**src/rtl/s3_cse.sv**
```systemverilog
// Chien search / Forney error evaluator for a t=2 RS(255) decoder over GF(2^8).
// Takes lambda/omega from the key-equation solver and emits one error value per symbol.

module gf2m8_multi #(
  parameter logic [8:0] GF_POLY = 9'h11D
) (
  input  logic [7:0] a,
  input  logic [7:0] b,
  output logic [7:0] p
);
  logic [7:0] acc;
  logic [7:0] sh;

  always_comb begin
    acc = '0;
    sh  = a;
    for (int i = 0; i < 8; i++) begin
      if (b[i]) acc = acc ^ sh;
      sh = sh[7] ? ({sh[6:0], 1'b0} ^ GF_POLY[7:0]) : {sh[6:0], 1'b0};
    end
    p = acc;
  end
endmodule

module s3_cse #(
  parameter logic [8:0] GF_POLY = 9'h11D,
  parameter int         N       = 255
) (
  input  logic       clk,
  input  logic       rstn,
  input  logic       kes_done,
  input  logic [7:0] rs_lambda0,
  input  logic [7:0] rs_lambda1,
  input  logic [7:0] rs_lambda2,
  input  logic [7:0] rs_omega0,
  input  logic [7:0] rs_omega1,
  output logic       cse_vld,
  output logic [7:0] cse_pos,
  output logic [7:0] cse_err,
  output logic       cse_done,
  output logic [1:0] cse_err_cnt,
  output logic       cse_fail,
  output logic [3:0] dbg_state
);

  // Handshake: kes_done is a fire-and-forget start pulse with its coefficients valid in
  // the same cycle; there is no ready, pulses arriving outside IDLE are dropped.
  localparam logic [3:0] S_IDLE = 4'b0001;
  localparam logic [3:0] S_INV  = 4'b0010;
  localparam logic [3:0] S_SRCH = 4'b0100;
  localparam logic [3:0] S_DONE = 4'b1000;

  function automatic logic [7:0] mul_a(input logic [7:0] v);
    return v[7] ? ({v[6:0], 1'b0} ^ GF_POLY[7:0]) : {v[6:0], 1'b0};
  endfunction

  // Multiply by alpha^-1: shift right, folding the polynomial back in when bit 0 is set.
  function automatic logic [7:0] div_a(input logic [7:0] v);
    return v[0] ? ((v >> 1) ^ GF_POLY[8:1]) : (v >> 1);
  endfunction

  localparam logic [7:0] LAST_STEP = 8'(N - 1);
  localparam logic [7:0] INV_LAST  = 8'd6;
  localparam logic [7:0] X_INIT    = div_a(8'h01);

  logic [3:0] state_q, state_d;
  logic [7:0] step_q, step_d;
  logic [7:0] lam0_q, lam0_d, lam1_q, lam1_d, lam2_q, lam2_d, om0_q, om0_d;
  logic [7:0] l1_q, l1_d, l2_q, l2_d, o1_q, o1_d, x_q, x_d;
  logic [7:0] acc_q, acc_d, sq_q, sq_d;
  logic [1:0] root_cnt_q, root_cnt_d;
  logic       vld_q, vld_d, done_q, done_d, fail_q, fail_d;
  logic [7:0] pos_q, pos_d, err_q, err_d;
  logic [1:0] err_cnt_q, err_cnt_d;

  logic [7:0] sq_in, sq_sq, acc_sq, e_pre, e_val, s_val;
  logic       no_loc, rep_root, root;
  logic [1:0] deg;

  assign sq_in    = (state_q == S_IDLE) ? rs_lambda1 : sq_q;
  assign s_val    = lam0_q ^ l1_q ^ l2_q;
  assign no_loc   = (lam1_q == 8'h00) && (lam2_q == 8'h00);
  assign rep_root = (lam1_q == 8'h00) && (lam2_q != 8'h00);
  assign root     = (s_val == 8'h00) && !no_loc;
  assign deg      = (lam2_q != 8'h00) ? 2'd2 : ((lam1_q != 8'h00) ? 2'd1 : 2'd0);

  gf2m8_multi #(.GF_POLY(GF_POLY)) u_sq  (.a(sq_in), .b(sq_in), .p(sq_sq));
  gf2m8_multi #(.GF_POLY(GF_POLY)) u_acc (.a(acc_q), .b(sq_q),  .p(acc_sq));
  gf2m8_multi #(.GF_POLY(GF_POLY)) u_e1  (.a(x_q),   .b(om0_q ^ o1_q), .p(e_pre));
  gf2m8_multi #(.GF_POLY(GF_POLY)) u_e2  (.a(e_pre), .b(acc_q), .p(e_val));

  always_comb begin
    state_d    = state_q;
    step_d     = step_q;
    lam0_d     = lam0_q;
    lam1_d     = lam1_q;
    lam2_d     = lam2_q;
    om0_d      = om0_q;
    l1_d       = l1_q;
    l2_d       = l2_q;
    o1_d       = o1_q;
    x_d        = x_q;
    acc_d      = acc_q;
    sq_d       = sq_q;
    root_cnt_d = root_cnt_q;
    vld_d      = 1'b0;
    pos_d      = 8'h00;
    err_d      = 8'h00;
    done_d     = 1'b0;
    err_cnt_d  = err_cnt_q;
    fail_d     = fail_q;
    case (state_q)
      S_IDLE: begin
        if (kes_done) begin
          lam0_d     = rs_lambda0;
          lam1_d     = rs_lambda1;
          lam2_d     = rs_lambda2;
          om0_d      = rs_omega0;
          l1_d       = mul_a(rs_lambda1);
          l2_d       = mul_a(mul_a(rs_lambda2));
          o1_d       = mul_a(rs_omega1);
          x_d        = X_INIT;
          acc_d      = 8'h01;
          sq_d       = sq_sq;
          step_d     = 8'h00;
          root_cnt_d = 2'd0;
          state_d    = S_INV;
        end
      end
      S_INV: begin
        // Seven square-and-multiply rounds leave acc = lambda1^(2+4+..+128) = lambda1^-1.
        acc_d = acc_sq;
        sq_d  = sq_sq;
        if (step_q == INV_LAST) begin
          step_d  = 8'h00;
          state_d = S_SRCH;
        end else begin
          step_d = step_q + 8'h01;
        end
      end
      S_SRCH: begin
        vld_d = 1'b1;
        pos_d = LAST_STEP - step_q;
        err_d = (root && !rep_root) ? e_val : 8'h00;
        if (root && (root_cnt_q != 2'd3)) root_cnt_d = root_cnt_q + 2'd1;
        l1_d = mul_a(l1_q);
        l2_d = mul_a(mul_a(l2_q));
        o1_d = mul_a(o1_q);
        x_d  = div_a(x_q);
        if (step_q == LAST_STEP) begin
          step_d  = 8'h00;
          state_d = S_DONE;
        end else begin
          step_d = step_q + 8'h01;
        end
      end
      S_DONE: begin
        done_d    = 1'b1;
        err_cnt_d = root_cnt_q;
        fail_d    = (root_cnt_q != deg) || rep_root;
        state_d   = S_IDLE;
      end
      default: state_d = S_IDLE;
    endcase
  end

  always_ff @(posedge clk or negedge rstn) begin
    if (!rstn) begin
      state_q    <= S_IDLE;
      step_q     <= '0;
      lam0_q     <= '0;
      lam1_q     <= '0;
      lam2_q     <= '0;
      om0_q      <= '0;
      l1_q       <= '0;
      l2_q       <= '0;
      o1_q       <= '0;
      x_q        <= '0;
      acc_q      <= '0;
      sq_q       <= '0;
      root_cnt_q <= '0;
      vld_q      <= 1'b0;
      pos_q      <= '0;
      err_q      <= '0;
      done_q     <= 1'b0;
      err_cnt_q  <= '0;
      fail_q     <= 1'b0;
    end else begin
      state_q    <= state_d;
      step_q     <= step_d;
      lam0_q     <= lam0_d;
      lam1_q     <= lam1_d;
      lam2_q     <= lam2_d;
      om0_q      <= om0_d;
      l1_q       <= l1_d;
      l2_q       <= l2_d;
      o1_q       <= o1_d;
      x_q        <= x_d;
      acc_q      <= acc_d;
      sq_q       <= sq_d;
      root_cnt_q <= root_cnt_d;
      vld_q      <= vld_d;
      pos_q      <= pos_d;
      err_q      <= err_d;
      done_q     <= done_d;
      err_cnt_q  <= err_cnt_d;
      fail_q     <= fail_d;
    end
  end

  assign cse_vld     = vld_q;
  assign cse_pos     = pos_q;
  assign cse_err     = err_q;
  assign cse_done    = done_q;
  assign cse_err_cnt = err_cnt_q;
  assign cse_fail    = fail_q;
  assign dbg_state   = state_q;

endmodule
```
**config.mk**
```make
export PLATFORM = sky130hd
export DESIGN_NAME = s3_cse
export DESIGN_NICKNAME = d
export VERILOG_FILES = /design/src/rtl/s3_cse.sv
export SDC_FILE = /design/constraint.sdc
export NUM_CORES = 1
export LEC_CHECK = 0
export ABC_CLOCK_PERIOD_IN_PS = 3900
export BUFFER_PORTS_ARGS = -buffer_cell sky130_fd_sc_hd__buf_2
export CORE_UTILIZATION = 56
export CTS_CLUSTER_SIZE = 10
export DETAILED_ROUTE_END_ITERATION = 10
export PLACE_DENSITY = 0.78
export SETUP_SLACK_MARGIN = 0.02
export SLEW_MARGIN = 20
export SYNTH_ARGS = -nofsm -noshare
export SYNTH_HDL_FRONTEND = slang
export SYNTH_SLANG_ARGS = --single-unit
```
**constraint.sdc**
```tcl
create_clock -name clk -period 3.9 [get_ports clk]
set_clock_uncertainty 0.2 [all_clocks]
set_input_delay 0.195 -clock clk [delete_from_list [all_inputs] [get_ports clk]]
set_output_delay 0.195 -clock clk [all_outputs]
set_load 0.02 [all_outputs]
```
======== Word-level counts from Yosys, hierarchy flattened ========
Cells that the tools add are included.
cells by class
  $add $sub $neg .......................... 3
  equal/unequal tests ..................... 12
  muxes and demuxes ....................... 100
  reductions and logical operators ........ 22
  bitwise gates (word level) .............. 68
operators by type and width
  kind                                                              count
  8-bit two-way mux                                                 46
  8-bit bitwise XOR                                                 31
  5-bit two-way mux                                                 36
  4-bit NOT                                                         36
  8-bit one-hot mux with 2 select lines                             6
  8-bit logical NOT                                                 3
  8-bit one-hot mux with 3 select lines                             1
  8-bit nonzero test                                                2
  4-bit two-way mux                                                 3
  4-bit one-hot mux with 3 select lines                             1
  2-bit inequality test (second input constant)                     5
  8-bit by 1-bit adder with 8-bit output (second input constant)    1
  8-bit by 3-bit == test with 1-bit output (second input constant)  1
  8-bit == test (second input constant)                             1
  2-bit AND reduction                                               4
  8-bit subtractor (first input constant)                           1
  2-bit two-way mux                                                 3
  3-bit AND reduction                                               2
  1-bit logical AND                                                 5
  4-bit by 1-bit == test with 1-bit output (second input constant)  1
  4-bit by 2-bit == test with 1-bit output (second input constant)  1
  4-bit by 3-bit == test with 1-bit output (second input constant)  1
  4-bit == test (second input constant)                             1
  3-bit NOT with 4-bit output                                       1
  other kinds (8)                                                   12
word-level totals
  logic and storage cells ................. 224
  bits of input ports ..................... 43
  output and inout port bits .............. 25
  flip-flop bits (word level) ............. 115

======== Depth between registers and ports, before layout ========
Gate-level depths: netlist of run 1.
  depth after elaboration ................. 34
  mapped depth ............................ 14
  depth with buffers taken out ............ 12

======== Cells and area by module ========
Synthesis of run 1 repeated with hierarchy kept, for this count alone.
unflattened totals
  cells, all modules ...................... 1208
  area total of the unflattened synthesis .. 10100.9 um^2
by module, submodules not included
  module       seq. area each (um^2)  area each (um^2)  times used  cells an instance
  s3_cse       2879.0                 5201.2            1           516
  gf2m8_multi  0.0                    1224.9            4           173

======== Worst setup path after synthesis of run 1 ========
No wires, ideal clock.
  kind .................................... register -> register
  from .................................... reg state_q[0] (netlist: dbg_state[0])
  to ...................................... reg sq_q[4]
  stages on the path, launching flop included .. 14
  library setup time ...................... 0.134 ns
  data arrival time ....................... 3.575 ns
  path buffers ............................ 1
  setup slack ............................. -0.009 ns
  path through ............................ dfstp_2 nor4b_1 clkbuf_1 mux2i_1 inv_1 ha_1 xnor2_1 xnor2_1 nor3_1 a21oi_1 o21ai_0 xnor2_1 xnor2_1 o21ai_0
on the way
  longest elaborated chain between the ends .. 20
  elaborated cells between the ends (all ways) .. 37
  those cells by class .................... 3 x eq/ne; 18 x mux; 14 x bitwise; 2 x reduce/logical
RTL lines
  item                                                    RTL line  RTL
  from (decl)                                             66        logic [3:0] state_q, state_d;
  from (signal assigned)                                  189       state_q <= state_d;
  4-bit by 1-bit == test with 1-bit output                80, 112
  8-bit two-way mux                                       80        assign sq_in = (state_q == S_IDLE) ? rs_lambda1 : sq_q;
  4-bit NOT (no line)                                     -
  5-bit two-way mux                                       19        sh = sh[7] ? ({sh[6:0], 1'b0} ^ GF_POLY[7:0]) : {sh[6:0], 1'b0};
  8-bit bitwise XOR or 4-bit NOT (tied branches)          -
  8-bit two-way mux or 5-bit two-way mux (tied branches)  18, 19
  8-bit bitwise XOR or 4-bit NOT (tied branches)          -
  8-bit two-way mux or 5-bit two-way mux (tied branches)  18, 19
  (+4 left out)                                           -
  8-bit bitwise XOR                                       18        if (b[i]) acc = acc ^ sh;
  8-bit two-way mux                                       18
  8-bit bitwise XOR                                       18
  8-bit two-way mux                                       18
  8-bit bitwise XOR                                       18
  8-bit two-way mux                                       18
  8-bit two-way mux                                       114       if (kes_done) begin
  8-bit one-hot mux with 2 select lines                   112       case (state_q)
  to (signal assigned)                                    200       sq_q <= sq_d;
  to (decl)                                               70        logic [7:0] acc_q, acc_d, sq_q, sq_d;
Several ways; a longest one is shown, not always the timed one. The select of a mux whose other input is x is not followed.
A chain may end at the register's enable or synchronous reset.

======== Worst setup path in the final report of run 1 ========
  from .................................... reg x_q[4]
  to ...................................... reg err_q[4] (netlist: cse_err[4])
on the way
  longest elaborated chain between the ends .. 32
  elaborated cells between the ends (all ways) .. 53
  those cells by class .................... 29 x mux; 24 x bitwise
RTL lines
  item                    RTL line  RTL
  from (decl)             69        logic [7:0] l1_q, l1_d, l2_q, l2_d, o1_q, o1_d, x_q, x_d;
  from (signal assigned)  178       x_q <= '0;
  from (signal assigned)  198       x_q <= x_d;
  8-bit two-way mux       18
  8-bit bitwise XOR       18
  8-bit two-way mux       18
  8-bit bitwise XOR       18
  8-bit two-way mux       18
  8-bit bitwise XOR       18
  8-bit two-way mux       18
  8-bit bitwise XOR       18
  (+17 left out)          -
  8-bit two-way mux       18
  8-bit bitwise XOR       18
  8-bit two-way mux       18
  8-bit bitwise XOR       18
  8-bit two-way mux *     18
  8-bit two-way mux *     144       err_d = (root && !rep_root) ? e_val : 8'h00;
  8-bit two-way mux *     112
  net err_d[4]            73        logic [7:0] pos_q, pos_d, err_q, err_d;
  to (signal assigned)    204       err_q <= err_d;
  to (decl)               73
The timed path passes the listed nets; every way through them passes the cells marked *.

==> metrics.md, run 1 <==
| Metric | Value |
|---|---|
| Mux cell area share after synthesis | `0.02191` |
| Core area | `16580 sq um` |
| Worst path slowest cell | `xnor3_4` |
| Routed wl met2 | `about 12 mm` |
| Synthesized Nets | `1176` |
| Critical Path Start Type | `register` |
| Actual transition at the worst max-transition pin | `approximately 970 ps` |
| Distinct cell type count after synthesis | `62` |
| Cell Area, Synth | `9537 sq um` |
| Worst r2r src | `x_q[4]$_DFFE_PN0P_` |
| Post-synth EDFFs | `0` |
| Post-DR wirelength/cell | `16.88 microns` |
| Die Ht | `about 130 microns` |
| Via count | `8403` |
| Most frequent cells in the layout | `nand2_1, xnor2_1, dfrtp_1` |
| Dominant register cell in the synthesized netlist | `dfrtp_1` |
| GR Overflow Total | `0` |
| Worst r2r dst | `cse_err[4]$_DFF_PN0_` |
| Final min period | `3786 ps` |
| Highest Signal Layer | `met4` |
| Area of the multi-input gates | `6334 sq um` |
| Average cell area after synthesis | `8.454 sq um` |
| Clock latency at the later pin of the worst-skew pair | `between 400 and 500 ps` |
| R2r worst-path depth | `13` |
| CP Max Fanout | `10` |
| Status | `completed` |
| Max-slew violations | `0` |
| Number of max-cap violations | `0` |
| Antenna Nets Post-Route | `0` |
| DRC Markers | `0` |
| Vias in the first global route | `8394` |
| Final setup violation count | `0` |
| Fin. Hold Viols | `0` |
| Starting Density | `0.5751` |
| Vias per cell | `5.709` |
| Hold Crit Class | `in2async` |
| Largest net degree at the start of global routing | `67` |
| First-pass GRT wire length | `41.65 mm` |
| GPL Wtd Cong | `about 0.93` |
| CP Data Arrival Time | `between 3000 and 4000 ps` |
| CP Buf/Inv Count | `2` |
| Tcrit/Tclk final | `0.9708` |
| Row count | `47` |
| Overall Global Routing Usage | `0.2982` |
| I/O pin cnt | `68` |
| XOR/XNOR Fraction of Synth Area | `0.3254` |
| Fin nets | `1287` |
| Layout fillers | `between 1000 and 1500` |
| FF+latch area | `2884 sq um` |
| Initial antenna violation count | `0` |
| Worst Setup End Kind | `register` |
| DP HPWL | `16.39 mm` |
| Critical Path RT | `4030 ps` |
| H-tree Lvls | `4` |
| CP Class | `reg2reg` |
| Register bit total from synthesis | `115` |
| Die Area | `about 18000 sq um` |
| # port buffers | `67` |
| Clock transition at path regs | `about 60 ps` |
| Async SR Flop Fraction | `1.000` |
| Die W | `~130 microns` |
| Yosys Warn Count | `0` |
| Synth Area in Adders | `0.006560` |
| Max incr delay on CP | `590 ps` |
| R2R setup slack | `110 ps` |
| Post-Syn Instances | `between 1000 and 1500` |
| Unrepaired setup endpoints after global routing | `yes` |
| Fmax | `264.1 MHz` |
| Ant diodes | `0` |
| CTS Buf Count | `17` |
| Compound-Gate Fraction of Synth Area | `0.1162` |
| Clock tree sinks | `between 100 and 150` |
| Sequential-to-total area share from yosys stat | `0.3019` |
| Wire length on met1 | `approximately 11 mm` |
| Drt pass-1 iters | `5` |
| Largest family of logic cells by synthesized area | `XOR/XNOR gates` |
| Clock buffer depth | `2` |
| Layout area overhead | `18.97%` |
| Clock root buffer | `clkbuf_16` |
| Area share of and/or/nand/nor cells after synthesis | `0.1901` |
| DRT Wirelength | `24.84 mm` |
| Most common cell after layout, fill and taps aside | `nand2_1` |
| Share of cells above drive strength 1 | `0.1534` |
| Clock tree from TritonCTS | `built` |
| Wire length on met3 | `roughly 1.3 mm` |
| Slew headroom | `0.3449` |
| Crit-path cells | `xnor2_1 -> buf_4 -> xor2_2 -> nor2_1 -> xnor2_1 -> xnor3_4 -> buf_12 -> xnor2_4 -> a21oi_1 -> a211o_1 -> a21o_1 -> a211o_1 -> a21oi_1` |
| Final hold slack | `218.5 ps` |
| CP delay by family, top | `XOR/XNOR gates` |
| Drt initial violations | `797` |
cells in the mapped netlist, drive strengths merged (3+ instances only):
cell | count | area, sq um
nor3 | 10 | 50.05
ha | 5 | 62.56
a31oi | 9 | 56.30
o22ai | 7 | 43.79
nor2b | 5 | 31.28
or3 | 4 | 25.02
xnor2 | 188 | 1782
a22oi | 19 | 142.6
a21oi | 34 | 170.2
xnor3 | 25 | 564.3
a21o | 5 | 37.54
inv | 15 | 56.30
o211a | 3 | 30.03
o21ai | 60 | 300.3
nand2b | 8 | 50.05
nor2 | 91 | 341.6
mux2 | 7 | 78.82
xor3 | 5 | 120.1
nand3 | 27 | 135.1
xor2 | 68 | 636.9
nand2 | 264 | 991.0
a211o | 4 | 35.03
and2 | 5 | 31.28
nand3b | 4 | 30.03
dfrtp | 114 | 2853
buf | 25 | 125.1
mux2i | 13 | 130.1
and3 | 4 | 25.02
o211ai | 15 | 112.6
nor4 | 6 | 37.54
clkbuf | 47 | 176.4
a211oi | 5 | 37.54
o31ai | 4 | 30.03
area by class of cell:
type / count / area share
inverters: 16 / 0.005293
repair buffers: 164 / 0.1065
clock inverters: 15 / 0.01401
multi-input cells: 925 / 0.5582
clock buffers: 17 / 0.03749
flip-flops and latches: 115 / 0.2542
well taps: 220 / 0.02426
cell families after synthesis:
group | Yosys count
buffers and inverters | 88
DFF | 115
muxes | 20
and+or+nand+nor | 436
adders and majority gates | 5
xor gates and xnor gates | 286
AOI/OAI and AO/OA | 178
flip-flops by register name, indices dropped and copies added (netlist names), 2 cells and up:
name         count
dbg_state        4
l1_q             8
acc_q            8
lam2_q           8
l2_q             8
root_cnt_q       2
cse_err_cnt      2
om0_q            8
cse_pos          8
step_q           8
lam0_q           8
cse_err          8
lam1_q           8
o1_q             8
sq_q             8
x_q              8
per-layer routing:
metal / track usage / vias up
met5: 0 / -
met4: 0.1258 / 0
met3: 0.04444 / 61
met2: 0.5026 / 322
met1: 0.3834 / 4052
li1: - / 3968
stage by stage:
step	setup WS [ps]	std cells	area (sq um)	utilization	setup TNS, ps
final	113.9	1472	11350	0.6842	0
after floorplan	169.9	1128	9543	-	0
after global placement	197.8	1396	10280	0.6198	0
after CTS	87.60	1470	11280	0.6804	0
after global routing	-18.47	1472	11350	0.6842	-18.47
after detailed placement	102.1	1396	10280	0.6198	0
repair_timing:
| action | in CTS | in global routing |
|---|---|---|
| hold buffers | 42 | 0 |
| gates resized for setup | 0 | 12 |
| setup endpoints to repair | 0 | 6 |
| buffers inserted | 0 | 2 |
| endpoints found under the hold margin | 121 | 0 |
worst max-delay path by stage:
stage,to,slack (ps),depth (start not counted),from
after floorplan,sq_q[4]$_DFFE_PN0P_,170,13,dbg_state[0]$_DFFE_PN1P_
after global placement,cse_err[4]$_DFF_PN0_,200,11,x_q[7]$_DFFE_PN0P_
after detailed placement,cse_err[4]$_DFF_PN0_,100,11,x_q[7]$_DFFE_PN0P_
after CTS,cse_err[4]$_DFF_PN0_,90,11,x_q[7]$_DFFE_PN0P_
after global routing,cse_err[4]$_DFF_PN0_,-20,13,x_q[4]$_DFFE_PN0P_
final,cse_err[4]$_DFF_PN0_,110,13,x_q[4]$_DFFE_PN0P_
Power of run 1 is left out: the tool's default activity adds up to more than one toggle a clock period on the data nets, which glitch-free logic cannot reach.
==> run 2, diff against run 1 <==
Settings changed: CORE_UTILIZATION 56 to 50, PLACE_DENSITY 0.78 to 0.71.
==> run 2 against run 1 <==
Non-clock buffer count up 3; die area rose by 12%; fmax rose by 2.6%; core utilization shrank 7.4 points; final area grew 0.58%; sequential cell count is the same; clock-buffer cell count unchanged; critical path depth fell by 1; sequential share of layout area shrank 0.11 points; worst hold slack got worse by 35 ps; wire length down 2.4%; register-to-register slack improved by 95 ps.
==> metrics.md, run 2 (synthesis results as in run 1) <==
| Metric | Value |
|---|---|
| Most frequent cells in the layout | `nand2_1, xnor2_1, dfrtp_1 (unchanged)` |
| Final setup violation count | `0 (unchanged)` |
| Die Area | `19630 sq um (was 17550 sq um)` |
| Clock root buffer | `clkbuf_16 (unchanged)` |
| Drt initial violations | `627 (was 797)` |
| Die W | `140.1 microns (was 132.5 microns)` |
| Post-layout util | `0.6101 (was 0.6842)` |
| Clock tree sinks | `115 (unchanged)` |
| Hold Crit Class | `in2async (unchanged)` |
| Total negative slack | `0 ps (unchanged)` |
| Die Ht | `140.1 microns (was 132.5 microns)` |
| Antenna Nets Post-Route | `0 (unchanged)` |
| Critical Path RT | `4050 ps (was 4030 ps)` |
| CTS Buf Count | `17 (unchanged)` |
| Actual transition at the worst max-transition pin | `877.4 ps (was 969.1 ps)` |
| Starting Density | `0.5098 (was 0.5751)` |
| Core area | `18710 sq um (was 16580 sq um)` |
| Unrepaired setup endpoints after global routing | `no (was yes)` |
| Worst Setup End Kind | `register (unchanged)` |
| GPL Wtd Cong | `0.9090 (was 0.9264)` |
| Fin. Hold Viols | `0 (unchanged)` |
| Share of cells above drive strength 1 | `0.1602 (was 0.1534)` |
| Drt pass-1 iters | `5 (unchanged)` |
| Overall Global Routing Usage | `0.2586 (was 0.2982)` |
| Vias in the first global route | `8022 (was 8394)` |
| DRC Markers | `0 (unchanged)` |
| Layout fillers | `1582 (was 1310)` |
| CP startpoint | `o1_q[3]$_DFFE_PN0P_ (was x_q[4]$_DFFE_PN0P_)` |
| Clock buffer depth | `2 (unchanged)` |
| Number of max-cap violations | `0 (unchanged)` |
| Via count | `8152 (was 8403)` |
| Clock transition at path regs | `70 ps (was 60 ps)` |
| Row count | `50 (was 47)` |
| Vias per cell | `5.471 (was 5.709)` |
| Worst r2r src | `o1_q[3]$_DFFE_PN0P_ (was x_q[4]$_DFFE_PN0P_)` |
| DRT Wirelength | `24.25 mm (was 24.84 mm)` |
| Layout area overhead | `19.67% (was 18.97%)` |
| Clock latency at the later pin of the worst-skew pair | `420 ps (was 430 ps)` |
| I/O pin cnt | `68 (unchanged)` |
| Fmax | `270.9 MHz (was 264.1 MHz)` |
| CP Class | `reg2reg (unchanged)` |
| GR Overflow Total | `0 (unchanged)` |
| CP Data Arrival Time | `3840 ps (was 3920 ps)` |
| Fin nets | `1290 (was 1287)` |
| Critical Path Start Type | `register (unchanged)` |
| Post-DR wirelength/cell | `16.28 microns (was 16.88 microns)` |
| Final min period | `3691 ps (was 3786 ps)` |
| Largest net degree at the start of global routing | `63 (was 67)` |
| Most common cell after layout, fill and taps aside | `nand2_1 (unchanged)` |
| CP Max Fanout | `6 (was 10)` |
| Initial antenna violation count | `0 (unchanged)` |
| Clock tree from TritonCTS | `built (unchanged)` |
| Tcrit/Tclk final | `0.9464 (was 0.9708)` |
| Status | `completed (unchanged)` |
| First-pass GRT wire length | `40.33 mm (was 41.65 mm)` |
| Final hold slack | `183.5 ps (was 218.5 ps)` |
| H-tree Lvls | `4 (unchanged)` |
| Max-slew violations | `0 (unchanged)` |
| # port buffers | `67 (unchanged)` |
| DP HPWL | `16.34 mm (was 16.39 mm)` |
| Slew headroom | `0.4068 (was 0.3449)` |
[run 2: cell types whose count changed in the layout (fill, tap and decap cells not counted), moves of 2 or more]
cell     before  now
buf_4        53   58
dfrtp_2       4    7
dfrtp_1     110  107
buf_12        3    1
xnor2_1     176  174
[run 2: repair_timing]
action                                 4_1_cts  5_1_grt
setup endpoints to repair                    0        6
endpoints found under the hold margin      107        0
hold buffers                                42        0
gates resized for setup                      0       18
setup buffers                                0        5
[run 2: stage by stage]
step	cells	instance area (sq um)	setup slack, ps
floorplan	1128	9543	169.9
global placement	1410	10290	140.6
detailed placement	1410	10290	72.66
CTS	1484	11290	57.07
global route	1489	11410	25.70
finish	1490	11410	209.0
[run 2: critical path, cell delays in order (launching register included)]
cell and delay [ps]:
dfrtp_1 440, xor2_1 290, buf_4 200, o22ai_1 80
a221oi_1 240, o21ai_0 190, xor2_1 220, xnor2_2 440
xor3_1 410, nand2_1 80, xnor3_1 400, xnor3_1 330
nor2_1 90
[run 2: cell type report]
class,count,area [sq um],area share
inverters,16,60.06,0.005263
clock buffers,17,425.4,0.03728
diodes,1,2.502,0.0002193
flip-flops and latches,115,2888,0.2530
clock inverters,15,158.9,0.01392
well taps,234,292.8,0.02566
multi-input cells,925,6379,0.5589
repair buffers,167,1206,0.1057
[run 2: path summary, 6_finish.rpt]
path | endpoint | slack [ps] | depth (start not counted)
max | cse_err[3]$_DFF_PN0_ | 210 | 12
min | sq_q[3]$_DFFE_PN0P_ | 180 | 2
max reg2reg | cse_err[3]$_DFF_PN0_ | 210 | 12
min reg2reg | lam1_q[6]$_DFFE_PN0P_ | 280 | 2
max in group asynchronous | x_q[7]$_DFFE_PN0P_ | 2490 | 3
min in group clk | lam1_q[6]$_DFFE_PN0P_ | 280 | 2
[run 2: routing by layer]
layer,up-vias,wire length [microns],GRT usage
met1,3914,10770,0.3382
met2,241,12010,0.4418
met4,0,342,0.07808
met3,31,1134,0.03863
met5,-,0,0
li1,3966,-,-
Power of run 2 is left out for the same reason.
==> run 3, diff against run 2 <==
Settings changed: RECOVER_POWER set to 100.
==> run 3 against run 2 <==
The flow now finishes with violations (capacitance limit, slew limit); final cell count about the same; core utilization decreased by 0.38 points; fmax increased by 0.22%; setup slack improved by 8.2 ps; first-iteration DRC count decreased by 3.5%; critical path type unchanged; die area unchanged; global-route usage unchanged; critical path depth decreased by 1.
==> metrics.md, run 3 (synthesis results as in run 1) <==
| Metric | Value |
|---|---|
| Fin nets | `1290 (unchanged)` |
| GR Overflow Total | `0 (unchanged)` |
| Clock root buffer | `clkbuf_16 (unchanged)` |
| Die Ht | `140.1 microns (unchanged)` |
| Ant diodes | `0 (was 1)` |
| CP Data Arrival Time | `3820 ps (was 3840 ps)` |
| Clock tree sinks | `115 (unchanged)` |
| DRT Wirelength | `24.29 mm (was 24.25 mm)` |
| Number of max-cap violations | `1 (was 0)` |
| Hold Crit Class | `reg2reg (was in2async)` |
| Worst path slowest cell | `xnor3_1 (was dfrtp_1)` |
| Die W | `140.1 microns (unchanged)` |
| # port buffers | `67 (unchanged)` |
| Status | `complete, but fails checks (was completed)` |
| Most frequent cells in the layout | `nand2_1, xnor2_1, dfrtp_1 (unchanged)` |
| Critical Path Start Type | `register (unchanged)` |
| GPL Wtd Cong | `0.9090 (unchanged)` |
| Layout area overhead | `18.92% (was 19.67%)` |
| CP Max Fanout | `6 (unchanged)` |
| Critical Path RT | `4040 ps (was 4050 ps)` |
| DRC Markers | `0 (unchanged)` |
| Post-DR wirelength/cell | `16.31 microns (was 16.28 microns)` |
| Core area | `18710 sq um (unchanged)` |
| Most common cell on crit path | `xnor3_1` |
| Worst Setup End Kind | `register (unchanged)` |
| Drt initial violations | `605 (was 627)` |
| First-pass GRT wire length | `40.33 mm (unchanged)` |
| DP HPWL | `16.34 mm (unchanged)` |
| CP Buf/Inv Count | `0 (was 1)` |
| CP delay by family, top | `XOR/XNOR gates (unchanged)` |
| Vias per cell | `5.490 (was 5.471)` |
| Largest net degree at the start of global routing | `63 (unchanged)` |
| Most common cell after layout, fill and taps aside | `nand2_1 (unchanged)` |
| Clock latency at the later pin of the worst-skew pair | `430 ps (was 420 ps)` |
| Vias in the first global route | `8022 (unchanged)` |
| Share of cells above drive strength 1 | `0.1355 (was 0.1602)` |
| Tcrit/Tclk final | `0.9443 (was 0.9464)` |
| Fin. Hold Viols | `0 (unchanged)` |
| Final setup violation count | `0 (unchanged)` |
| H-tree Lvls | `4 (unchanged)` |
| Initial antenna violation count | `0 (unchanged)` |
| CP Class | `reg2reg (unchanged)` |
| Failing checks | `capacitance limit, slew limit` |
| Actual transition at the worst max-transition pin | `1535 ps (was 877.4 ps)` |
| CTS Buf Count | `17 (unchanged)` |
| Row count | `50 (unchanged)` |
| Total negative slack | `0 ps (unchanged)` |
| Final min period | `3683 ps (was 3691 ps)` |
| Unrepaired setup endpoints after global routing | `no (unchanged)` |
| Max incr delay on CP | `500 ps (was 440 ps)` |
| Clock buffer depth | `2 (unchanged)` |
| Overall Global Routing Usage | `0.2586 (unchanged)` |
| Die Area | `19630 sq um (unchanged)` |
| Clock transition at path regs | `60 ps (was 70 ps)` |
| Drt pass-1 iters | `5 (unchanged)` |
| I/O pin cnt | `68 (unchanged)` |
| Antenna Nets Post-Route | `0 (unchanged)` |
| Starting Density | `0.5098 (unchanged)` |
| Slew headroom | `-0.02360 (was 0.4068)` |
| Max-slew violations | `63 (was 0)` |
| Layout fillers | `1607 (was 1582)` |
| Fmax | `271.5 MHz (was 270.9 MHz)` |
| Clock tree from TritonCTS | `built (unchanged)` |
| Via count | `8174 (was 8152)` |
| Crit-path cells | `xnor2_1 -> nor2_1 -> xor3_1 -> xnor3_1 -> xnor3_1 -> xnor3_1 -> xnor2_1 -> or4b_1 -> nand3_1 -> nand3_1 -> a21oi_1 (was xor2_1 -> buf_4 -> o22ai_1 -> a221oi_1 -> o21ai_0 -> xor2_1 -> xnor2_2 -> xor3_1 -> nand2_1 -> xnor3_1 -> xnor3_1 -> nor2_1)` |
[run 3: cell count changes in the layout (fill, tap and decap cells not counted), moves of 2 or more]
cell      delta
clkbuf_2     +2
clkbuf_1    +29
buf_2       -25
buf_4        -5
[run 3: final timing paths]
check | start | to | slack, ps | cells past startpoint
setup reg to reg | x_q[7]$_DFFE_PN0P_ | cse_err[2]$_DFF_PN0_ | 220 | 11
hold / removal | lam1_q[3]$_DFFE_PN0P_ | lam1_q[3]$_DFFE_PN0P_ | 280 | 2
setup / recovery | x_q[7]$_DFFE_PN0P_ | cse_err[2]$_DFF_PN0_ | 220 | 11
hold reg to reg | lam1_q[3]$_DFFE_PN0P_ | lam1_q[3]$_DFFE_PN0P_ | 280 | 2
max in group asynchronous | rstn | x_q[7]$_DFFE_PN0P_ | 700 | 3
min in group asynchronous | rstn | sq_q[3]$_DFFE_PN0P_ | 460 | 2
[run 3: per-stage QoR]
stage / instance area, sq um / util / hold slack [ps] / cells / setup slack, ps
global route: 11340 / 0.6063 / 300.7 / 1489 / 25.70
floorplan: 9543 / - / -300.6 / 1128 / 169.9
global placement: 10290 / 0.5499 / 112.4 / 1410 / 140.6
detailed placement: 10290 / 0.5499 / 116.6 / 1410 / 72.66
CTS: 11290 / 0.6036 / 207.7 / 1484 / 57.07
finish: 11340 / 0.6063 / 283.7 / 1489 / 217.2
[run 3: layer usage]
metal | wire length [microns] | track usage
met3 | 1154 | 0.03863
met4 | 347 | 0.07808
met2 | 11930 | 0.4418
met5 | 0 | 0
met1 | 10860 | 0.3382
[run 3: area by class of cell]
type | instances | area [sq um] | area share
inverter | 16 | 60.06 | 0.005296
clock inverter | 15 | 158.9 | 0.01401
multi-input combinational | 925 | 6374 | 0.5620
clock buffer | 17 | 425.4 | 0.03751
tap | 234 | 292.8 | 0.02582
sequential | 115 | 2888 | 0.2546
timing repair buffer | 167 | 1142 | 0.1007
[run 3: what timing repair did]
action / in CTS / in global routing
endpoints found under the setup margin: 0 / 6
setup buffers: 0 / 5
hold buffers: 42 / 0
resized for setup: 0 / 18
endpoints found under the hold margin: 107 / 0
[run 3: worst reg2reg max path, delay by kind of cell (launching register included)]
| kind | cells | cell delay (ps) |
|---|---|---|
| flops | 1 | 490 |
| xor+xnor | 6 | 2010 |
| simple gates | 4 | 780 |
| compound gates | 1 | 130 |
Power of run 3 is left out for the same reason.
